$ cat src/rtl/vga_pkg.sv
// vga_pkg: shared 640x480@60 timing constants and the coordinate type.
package vga_pkg;
   typedef logic [9:0] coord_t;
   localparam int unsigned H_VISIBLE = 640;
   localparam int unsigned H_FRONT   = 16;
   localparam int unsigned H_SYNC    = 96;
   localparam int unsigned H_BACK    = 48;
   localparam int unsigned H_TOTAL   = H_VISIBLE + H_FRONT + H_SYNC + H_BACK;
   localparam int unsigned V_VISIBLE = 480;
   localparam int unsigned V_FRONT   = 10;
   localparam int unsigned V_SYNC    = 2;
   localparam int unsigned V_BACK    = 33;
   localparam int unsigned V_TOTAL   = V_VISIBLE + V_FRONT + V_SYNC + V_BACK;
endpackage

$ cat src/rtl/vga_timing_gen_if.sv
// vga_timing_gen_if: raster coordinates, syncs, blanking and frame strobes.
interface vga_timing_gen_if;
   import vga_pkg::*;
   logic        hs;
   logic        vs;
   logic        blank;
   coord_t      DrawX;
   coord_t      DrawY;
   logic        frame_start;
   logic        vblank_start;
   logic [15:0] frame_count;
   modport master (output hs, vs, blank, DrawX, DrawY, frame_start, vblank_start, frame_count);
   modport slave  (input  hs, vs, blank, DrawX, DrawY, frame_start, vblank_start, frame_count);
endinterface

$ cat src/rtl/wrap_counter.sv
// wrap_counter: modulo-MOD counter with enable; exposes its next value for aligned decode.
module wrap_counter
   import vga_pkg::*;
#(
   parameter int unsigned MOD = 800,
   parameter int unsigned RST = MOD - 1
) (
   input  logic   clk,
   input  logic   rst_n,
   input  logic   en_i,
   output coord_t cnt_o,
   output coord_t cnt_d_o,
   output logic   wrap_o
);
   coord_t cnt_q, cnt_d;
   always_comb begin
      wrap_o = en_i && cnt_q == coord_t'(MOD - 1);
      cnt_d  = wrap_o ? '0 : en_i ? cnt_q + 10'd1 : cnt_q;
   end
   always_ff @(posedge clk or negedge rst_n)
      if (!rst_n) cnt_q <= coord_t'(RST);
      else cnt_q <= cnt_d;
   assign cnt_o   = cnt_q;
   assign cnt_d_o = cnt_d;
endmodule

$ cat src/rtl/vga_timing_gen.sv
// vga_timing_gen: VGA raster timing; every registered output is decoded from the
// next counter values so it lines up with the DrawX/DrawY it describes.
module vga_timing_gen #(
   parameter int unsigned H_VISIBLE = vga_pkg::H_VISIBLE,
   parameter int unsigned H_FRONT   = vga_pkg::H_FRONT,
   parameter int unsigned H_SYNC    = vga_pkg::H_SYNC,
   parameter int unsigned H_BACK    = vga_pkg::H_BACK,
   parameter int unsigned V_VISIBLE = vga_pkg::V_VISIBLE,
   parameter int unsigned V_FRONT   = vga_pkg::V_FRONT,
   parameter int unsigned V_SYNC    = vga_pkg::V_SYNC,
   parameter int unsigned V_BACK    = vga_pkg::V_BACK
) (
   input  logic             vga_clk,
   input  logic             reset_n,
   vga_timing_gen_if.master vga
);
   import vga_pkg::*;
   localparam int unsigned HT = H_VISIBLE + H_FRONT + H_SYNC + H_BACK;
   localparam int unsigned VT = V_VISIBLE + V_FRONT + V_SYNC + V_BACK;
   localparam coord_t HV  = coord_t'(H_VISIBLE);
   localparam coord_t HS0 = coord_t'(H_VISIBLE + H_FRONT);
   localparam coord_t HS1 = coord_t'(H_VISIBLE + H_FRONT + H_SYNC);
   localparam coord_t VV  = coord_t'(V_VISIBLE);
   localparam coord_t VS0 = coord_t'(V_VISIBLE + V_FRONT);
   localparam coord_t VS1 = coord_t'(V_VISIBLE + V_FRONT + V_SYNC);
   if (HT > 1024 || VT > 1024) begin : g_size_chk
      $error("vga_timing_gen: H_TOTAL and V_TOTAL must each be <= 1024");
   end
   coord_t      hc, vc, hc_d, vc_d;
   logic        h_wrap, v_wrap;
   logic        hs_q, vs_q, blank_q, fs_q, vbs_q;
   logic        hs_d, vs_d, blank_d, vbs_d;
   logic [15:0] fc_q;
   wrap_counter #(.MOD(HT)) u_h (
      .clk(vga_clk), .rst_n(reset_n), .en_i(1'b1),
      .cnt_o(hc), .cnt_d_o(hc_d), .wrap_o(h_wrap)
   );
   wrap_counter #(.MOD(VT)) u_v (
      .clk(vga_clk), .rst_n(reset_n), .en_i(h_wrap),
      .cnt_o(vc), .cnt_d_o(vc_d), .wrap_o(v_wrap)
   );
   // v_wrap already implies h_wrap, so it alone means the next position is (0,0)
   always_comb begin
      hs_d    = !(hc_d >= HS0 && hc_d < HS1);
      vs_d    = !(vc_d >= VS0 && vc_d < VS1);
      blank_d = hc_d < HV && vc_d < VV;
      vbs_d   = hc_d == '0 && vc_d == VV;
   end
   always_ff @(posedge vga_clk or negedge reset_n)
      if (!reset_n) begin
         hs_q    <= 1'b1;
         vs_q    <= 1'b1;
         blank_q <= 1'b0;
         fs_q    <= 1'b0;
         vbs_q   <= 1'b0;
         fc_q    <= '0;
      end else begin
         hs_q    <= hs_d;
         vs_q    <= vs_d;
         blank_q <= blank_d;
         fs_q    <= v_wrap;
         vbs_q   <= vbs_d;
         fc_q    <= fc_q + 16'(v_wrap);
      end
   assign vga.DrawX        = hc;
   assign vga.DrawY        = vc;
   assign vga.hs           = hs_q;
   assign vga.vs           = vs_q;
   assign vga.blank        = blank_q;
   assign vga.frame_start  = fs_q;
   assign vga.vblank_start = vbs_q;
   assign vga.frame_count  = fc_q;
endmodule

$ cat src/flat_wrapper.sv
// flat-port wrapper written by rule: the top's interface ports become plain ports
module vga_timing_gen_flat import vga_pkg::*;
#(
   parameter int unsigned H_VISIBLE = vga_pkg::H_VISIBLE,
   parameter int unsigned H_FRONT   = vga_pkg::H_FRONT,
   parameter int unsigned H_SYNC    = vga_pkg::H_SYNC,
   parameter int unsigned H_BACK    = vga_pkg::H_BACK,
   parameter int unsigned V_VISIBLE = vga_pkg::V_VISIBLE,
   parameter int unsigned V_FRONT   = vga_pkg::V_FRONT,
   parameter int unsigned V_SYNC    = vga_pkg::V_SYNC,
   parameter int unsigned V_BACK    = vga_pkg::V_BACK
)
  (vga_clk, reset_n, vga_hs, vga_vs, vga_blank, vga_DrawX, vga_DrawY, vga_frame_start, vga_vblank_start, vga_frame_count);
  vga_timing_gen_if vga_i ();
  input  logic vga_clk;
  input  logic reset_n;
  output wire logic [$bits(vga_i.hs)-1:0] vga_hs;
  output wire logic [$bits(vga_i.vs)-1:0] vga_vs;
  output wire logic [$bits(vga_i.blank)-1:0] vga_blank;
  output wire logic [$bits(vga_i.DrawX)-1:0] vga_DrawX;
  output wire logic [$bits(vga_i.DrawY)-1:0] vga_DrawY;
  output wire logic [$bits(vga_i.frame_start)-1:0] vga_frame_start;
  output wire logic [$bits(vga_i.vblank_start)-1:0] vga_vblank_start;
  output wire logic [$bits(vga_i.frame_count)-1:0] vga_frame_count;
  assign vga_hs = vga_i.hs;
  assign vga_vs = vga_i.vs;
  assign vga_blank = vga_i.blank;
  assign vga_DrawX = vga_i.DrawX;
  assign vga_DrawY = vga_i.DrawY;
  assign vga_frame_start = vga_i.frame_start;
  assign vga_vblank_start = vga_i.vblank_start;
  assign vga_frame_count = vga_i.frame_count;
  vga_timing_gen #(.H_VISIBLE(H_VISIBLE), .H_FRONT(H_FRONT), .H_SYNC(H_SYNC), .H_BACK(H_BACK), .V_VISIBLE(V_VISIBLE), .V_FRONT(V_FRONT), .V_SYNC(V_SYNC), .V_BACK(V_BACK)) u_core (.vga_clk(vga_clk), .reset_n(reset_n), .vga(vga_i));
endmodule
$ cat config.mk
export PLATFORM = sky130hd
export DESIGN_NAME = vga_timing_gen_flat
export DESIGN_NICKNAME = d
export VERILOG_FILES = /design/src/rtl/vga_pkg.sv /design/src/rtl/vga_timing_gen_if.sv /design/src/rtl/wrap_counter.sv /design/src/rtl/vga_timing_gen.sv /design/src/flat_wrapper.sv
export SDC_FILE = /design/constraint.sdc
export NUM_CORES = 1
export LEC_CHECK = 0
export ABC_AREA = 1
export CORE_MARGIN = 1
export CORE_UTILIZATION = 45
export DETAILED_ROUTE_END_ITERATION = 8
export PLACE_DENSITY = 0.78
export REMOVE_ABC_BUFFERS = 1
export SYNTH_ARGS = -nofsm -noshare
export SYNTH_HDL_FRONTEND = slang
export SYNTH_SLANG_ARGS = --single-unit
export TNS_END_PERCENT = 20
$ cat constraint.sdc
create_clock -name vga_clk -period 3.6 [get_ports vga_clk]
set_clock_uncertainty 0.1 [all_clocks]
set_input_delay 0.72 -clock vga_clk [delete_from_list [all_inputs] [get_ports vga_clk]]
set_output_delay 0.72 -clock vga_clk [all_outputs]
set_load 0.02 [all_outputs]
Word-level counts from Yosys, hierarchy flattened
Index checks and enable logic that the tools add are counted.

storage, ports and cells
  input port bits = 2
  register bits = 41
  word-level logic and storage cells = 31

operators by class
  eq/ne operators = 3
  magnitude comparators = 6
  reduce and logical (&&, ||, !) cells = 8
  mux-type cells = 3
  $add $sub $neg = 3

operator list
  kind                     count
  $mux W10                 3
  $add A10 B1 Y10 const B  2
  $eq A10 B10 Y1 const B   2
  $lt A10 B10 Y1 const B   2
  $lt A10 B9 Y1 const B    2
  $add A16 B1 Y16          1
  $eq A10 B9 Y1 const B    1
  $ge A10 B10 Y1 const B   1
  $ge A10 B9 Y1 const B    1
  $logic_not A10 Y1        1
  $logic_and A1 B1 Y1      5
  $logic_not A1 Y1         2

Depth between registers and ports, before layout
Gate-level depths: netlist of the first run.

  depth after elaboration = 6
  gate-level depth with buffers = 15

By module
A second synthesis of the first run with hierarchy kept.

unflattened totals
  cells, all modules = 279
  area total of the unflattened synthesis = 2249.7 µm²

by module, submodules not included
  module                     cells each  times used  area each (µm²)  seq. area each (µm²)
  vga_timing_gen             127         1           1068.5           528.0
  wrap_counter (u_core.u_v)  78          1           594.3            254.0
  wrap_counter (u_core.u_h)  74          1           586.8            259.0

Least setup slack after synthesis of the first run
No wires, ideal clock.

  kind = reg2reg
  start point = reg u_core.u_h.cnt_q[1], in the netlist u_core.u_h.cnt_o[1]
  end point = reg u_core.fc_q[14], in the netlist u_core.vga.frame_count[14]
  cell stages (with the launch flop) = 16
  setup slack = 0.723 ns
  arrival = 2.697 ns
  path buffers = 1
  required time = 3.420 ns
  cells stage by stage = dfstp_2 ha_1 nand2_4 nor2_8 nand3_4 buf_6 nor2_2 ha_1 ha_1 nand3_1 nor2_1 nand3_1 nor2_1 nand4_1 nor2_1 xor2_1

between the ends
  word-level cells in the longest chain between the ends = 3

ends and longest elaborated chain
  what                         RTL line              text
  start: declaration           wrap_counter.sv:15    coord_t cnt_q, cnt_d;
  start signal: assignment     wrap_counter.sv:21    if (!rst_n) cnt_q <= coord_t'(RST);
  start signal: assignment     wrap_counter.sv:22    else cnt_q <= cnt_d;
  $eq A10 B10 Y1               wrap_counter.sv:17    wrap_o = en_i && cnt_q == coord_t'(MOD - 1);
  $logic_and A1 B1 Y1          wrap_counter.sv:17
  named net u_core.u_v.wrap_o  wrap_counter.sv:13    output logic wrap_o
  $add A16 B1 Y16              vga_timing_gen.sv:63  fc_q <= fc_q + 16'(v_wrap);
  end signal: assignment       vga_timing_gen.sv:63
  end: declaration             vga_timing_gen.sv:33  logic [15:0] fc_q;

The timed path passes the listed nets, and every way through them passes these cells.

Worst setup path in the final report of the first run
  start point = reg u_core.u_h.cnt_q[0], in the netlist u_core.u_h.cnt_o[0]
  end point = reg u_core.fc_q[14], in the netlist u_core.vga.frame_count[14]

Same word-level chain as after synthesis.

==> results of run 1 <==
[registers in the layout (all words and copies together), names as in the netlist]
name	count
u_core.u_h.cnt_o	10
u_core.u_v.cnt_o	10
u_core.vga.blank	1
u_core.vga.frame_count	16
u_core.vga.frame_start	1
u_core.vga.hs	1
u_core.vga.vblank_start	1
u_core.vga.vs	1
[worst register-to-register path: cells and delay by family (launching register included)]
| family | cells | cell delay (ps) |
|---|---|---|
| XOR/XNOR | 1 | 160 |
| AND/OR/NAND/NOR | 10 | 1610 |
| adder cells (fa/ha/maj) | 3 | 610 |
| flip-flops | 1 | 570 |
[layer usage]
| layer | GRT usage (%) | vias to the layer above | routed length (µm) |
|---|---|---|---|
| li1 | - | 946 | - |
| met3 | 4.17 | 6 | 218 |
| met2 | 30.0 | 42 | 2110 |
| met1 | 28.2 | 909 | 2300 |
| met4 | 7.41 | 0 | 74 |
| met5 | 0 | - | 0 |
[metrics by stage]
step                power [mW]  hold slack, ps  utilization [%]  cells  worst slack (ps)
finish                   0.847             370             59.7    388               488
detailed placement       0.479             367             57.2    380               503
global placement         0.479             364             57.2    380               677
floorplan                0.470             324                -    271               744
CTS                      0.857             380             59.7    388               477
global route             0.876             391             59.7    388               287
[how the worst min path moves through the flow]
| stage | endpoint | cells after the start | startpoint |
|---|---|---|---|
| global placement | u_core.vga.frame_count[15] | 1 | u_core.vga.frame_count[15] |
| detailed placement | u_core.vga.frame_count[15] | 1 | u_core.vga.frame_count[15] |
| finish | u_core.vga.frame_count[15] | 1 | u_core.vga.frame_count[15] |
| CTS | u_core.vga.frame_count[15] | 1 | u_core.vga.frame_count[15] |
| floorplan | u_core.u_h.cnt_o[5] | 0 | reset_n |
| global route | u_core.vga.frame_count[15] | 1 | u_core.vga.frame_count[15] |
[cell usage after synthesis]
cell and number:
nand2_1 67, nor2_1 33, nand2_2 2, xor2_1 10, ha_1 5, inv_1 45, nand3_1 21, nor2_8 1
buf_6 1, a21boi_0 1, nand3_4 1, dfrtp_1 29, nor3_1 3, nand3_2 1, xnor2_1 6, dfstp_2 12
o21ai_1 1, nor2_4 1, a21oi_1 1, nand2_4 2, nor3_2 2, clkinv_1 1, o21ai_0 6, nor2_2 3
a31oi_1 2, nand4_1 11, o21bai_4 1, clkinv_2 1, inv_2 2
[cells in the final DEF (no fill, tap or decap), types with 3 or more instances in the layout]
master,netlist,routed
ha_1,5,5
nor3_1,3,3
clkbuf_8,0,6
xor2_1,10,10
nand4_1,11,11
nor2_2,3,3
o21ai_0,6,6
dfstp_2,12,12
nand3_1,21,21
nor2_1,33,33
dfrtp_1,29,29
xnor2_1,6,6
clkdlybuf4s50_1,0,41
nand2_1,67,67
inv_1,45,45
[report_power, final]
| group | internal [mW] | leakage [nW] | switching, mW |
|---|---|---|---|
| Combinational | 0.000392 | 0.856 | 0.00831 |
| Sequential | 0.461 | 0.520 | 0 |
| Clock | 0.226 | 0.0585 | 0.151 |
[cells by family after synthesis]
kind of cell | count (synthesis)
and+or+nand+nor | 148
adders and majority gates | 5
xor gates and xnor gates | 16
DFF | 41
AOI/OAI and AO/OA | 12
buffers and inverters | 50
[final cells by class]
type,instances,share of cell area [%]
flip-flops and latches,41,36.9
multi-input cells,181,34.7
repair buffers,42,14.7
inverters,49,6.57
clock buffers,7,3.06
well taps,67,2.97
clock inverters,1,1.06
==> flow_summary_export.csv, run 1 <==
group,metric,value,unit
layout,multi_input_area,978,µm²
synth,synthMuxAreaShare,0,%
timing,hold_viol,0,
setup_path,cp.required,3720,ps
power_and_ir_drop,peakVddDrop,0.243,mV
floorplanning,die_area,0.00521,mm²
setup_path,critical_path_class,"reg2reg",
layout,nets,327,
cts,cts-resized-gates,0,
route,ant_nets,0,
cts,worstSkewPairLatency,290,ps
cts,post_cts_buffers,0,
setup_path,critical_path_buf_inv_count,0,
setup_path,worst-r2r-cell-count,14,
setup_path,r2r_end,"u_core.vga.frame_count[14]",
synth,synth_top_family_by_area,"simple AND/OR/NAND/NOR gates",
timing,setup_violations,0,
outcome,status,"finished clean",
synth,synthCells,272,
synth,ys_warn_count,0,
cts,numClockSinks,41,
floorplanning,pin_count,43,
floorplanning,die_h,72.2,µm
cts,cts_max_path_buffers,2,
min_path,hp-class,"reg2reg",
synth,yosys.area.top_type,"dfrtp_1",
timing,finalMaxSlewViolations,0,
route,drt_iter0_drc,87,
timing,rsz0062_at_grt,"no",
placed_design,hpwl,3.51,mm
global_route,grt_max_degree,42,
timing,tightest_slew,878,ps
synth,synth.avg_cell_area,8.15,µm²
setup_path,slowest_stage,"dfstp_2",
floorplanning,coreArea,0.00472,mm²
cts,cts-htree-levels,2,
setup_path,path_cells,"ha_1 > nand2_4 > nor2_8 > nand3_4 > nor2_2 > ha_1 > ha_1 > nand3_1 > nor2_1 > nand3_1 > nor2_1 > nand4_1 > nor2_1 > xor2_1",
setup_path,arrival,3230,ps
route,remaining_drc_errors,0,
floorplanning,fp.dieW,72.2,µm
global_route,antenna_found_initial,0,
synth,yosysSeqAreaShare,47.0,%
global_route,grt_pass1_vias,1695,
setup_path,critPathMaxStageDelay,570,ps
synth,synthSimpleGateAreaFrac,31.5,%
route,vias,1903,
cts,numCtsBuffers,5,
floorplanning,initial_utilization,46.9,%
power_and_ir_drop,powerDensity,300,mW/mm²
layout,diodes,0,
setup_path,reg2reg_slack,490,ps
timing,max_slew_margin,41.5,%
cts,cts_hold_buf,0,
setup_path,r2r_start,"u_core.u_h.cnt_o[0]",
synth,synth_area_leaders,"dfrtp_1, dfstp_2, nand2_1, inv_1, nor2_1",
route,first_pass_iters,4,
route,wl,4.70,mm
setup_path,critPathCaptureType,"flop",
floorplanning,rows,25,
synth,yosys.area_share.adder,2.82,%
synth,synthXorXnorAreaFrac,6.32,%
layout,drive_gt1_share,11.5,%
synth,synth_cell_types,29,
placed_design,place_congestion,0.949,
setup_path,endpoint,"u_core.vga.frame_count[14]",
power_and_ir_drop,p_leak,1.43,nW
setup_path,crit_cells,14,
timing,fin_tns_setup,0,ps
setup_path,cpLargestDelayFamily,"simple AND/OR/NAND/NOR gates",
route,vias_per_cell,4.90,
layout,fillers,415,
timing,period_needed,3110,ps
global_route,track_usage,19.8,%
setup_path,startpoint,"u_core.u_h.cnt_o[0]",
cts,root_buffer,"clkbuf_8",
timing,period_share,86.5,%
synth,ys_ff_latch,41,
synth,synth_top_cell_area_share,32.7,%
setup_path,start_kind,"flop",
flow_run,max_cap_violations,0,
layout,area_growth,27.3,%
placed_design,port_buffers,42,
global_route,grt_first_pass_wirelength,7.87,mm
global_route,overflow,0,
setup_path,crit_path_max_fanout,12,
timing,max_freq,0.321,GHz
layout,fin_area,0.00282,mm²
placed_design,placed_cell_area,0.00270,mm²
layout,seqCellArea,0.00104,mm²
cts,cts_tree,"done",
synth,syn_area,0.00222,mm²
cts,path_clk_slew,80,ps
synth,synth_compound_area_share,3.56,%
route,post_drt_wl_per_cell,12.1,µm
Note: power is estimated with default switching activity, not from simulation.
==> run 2, diff against run 1 <==
- SLEW_MARGIN: default -> 20
==> results of run 2 <==
The final DEF is identical to that of run 1; final timing and power are the same.
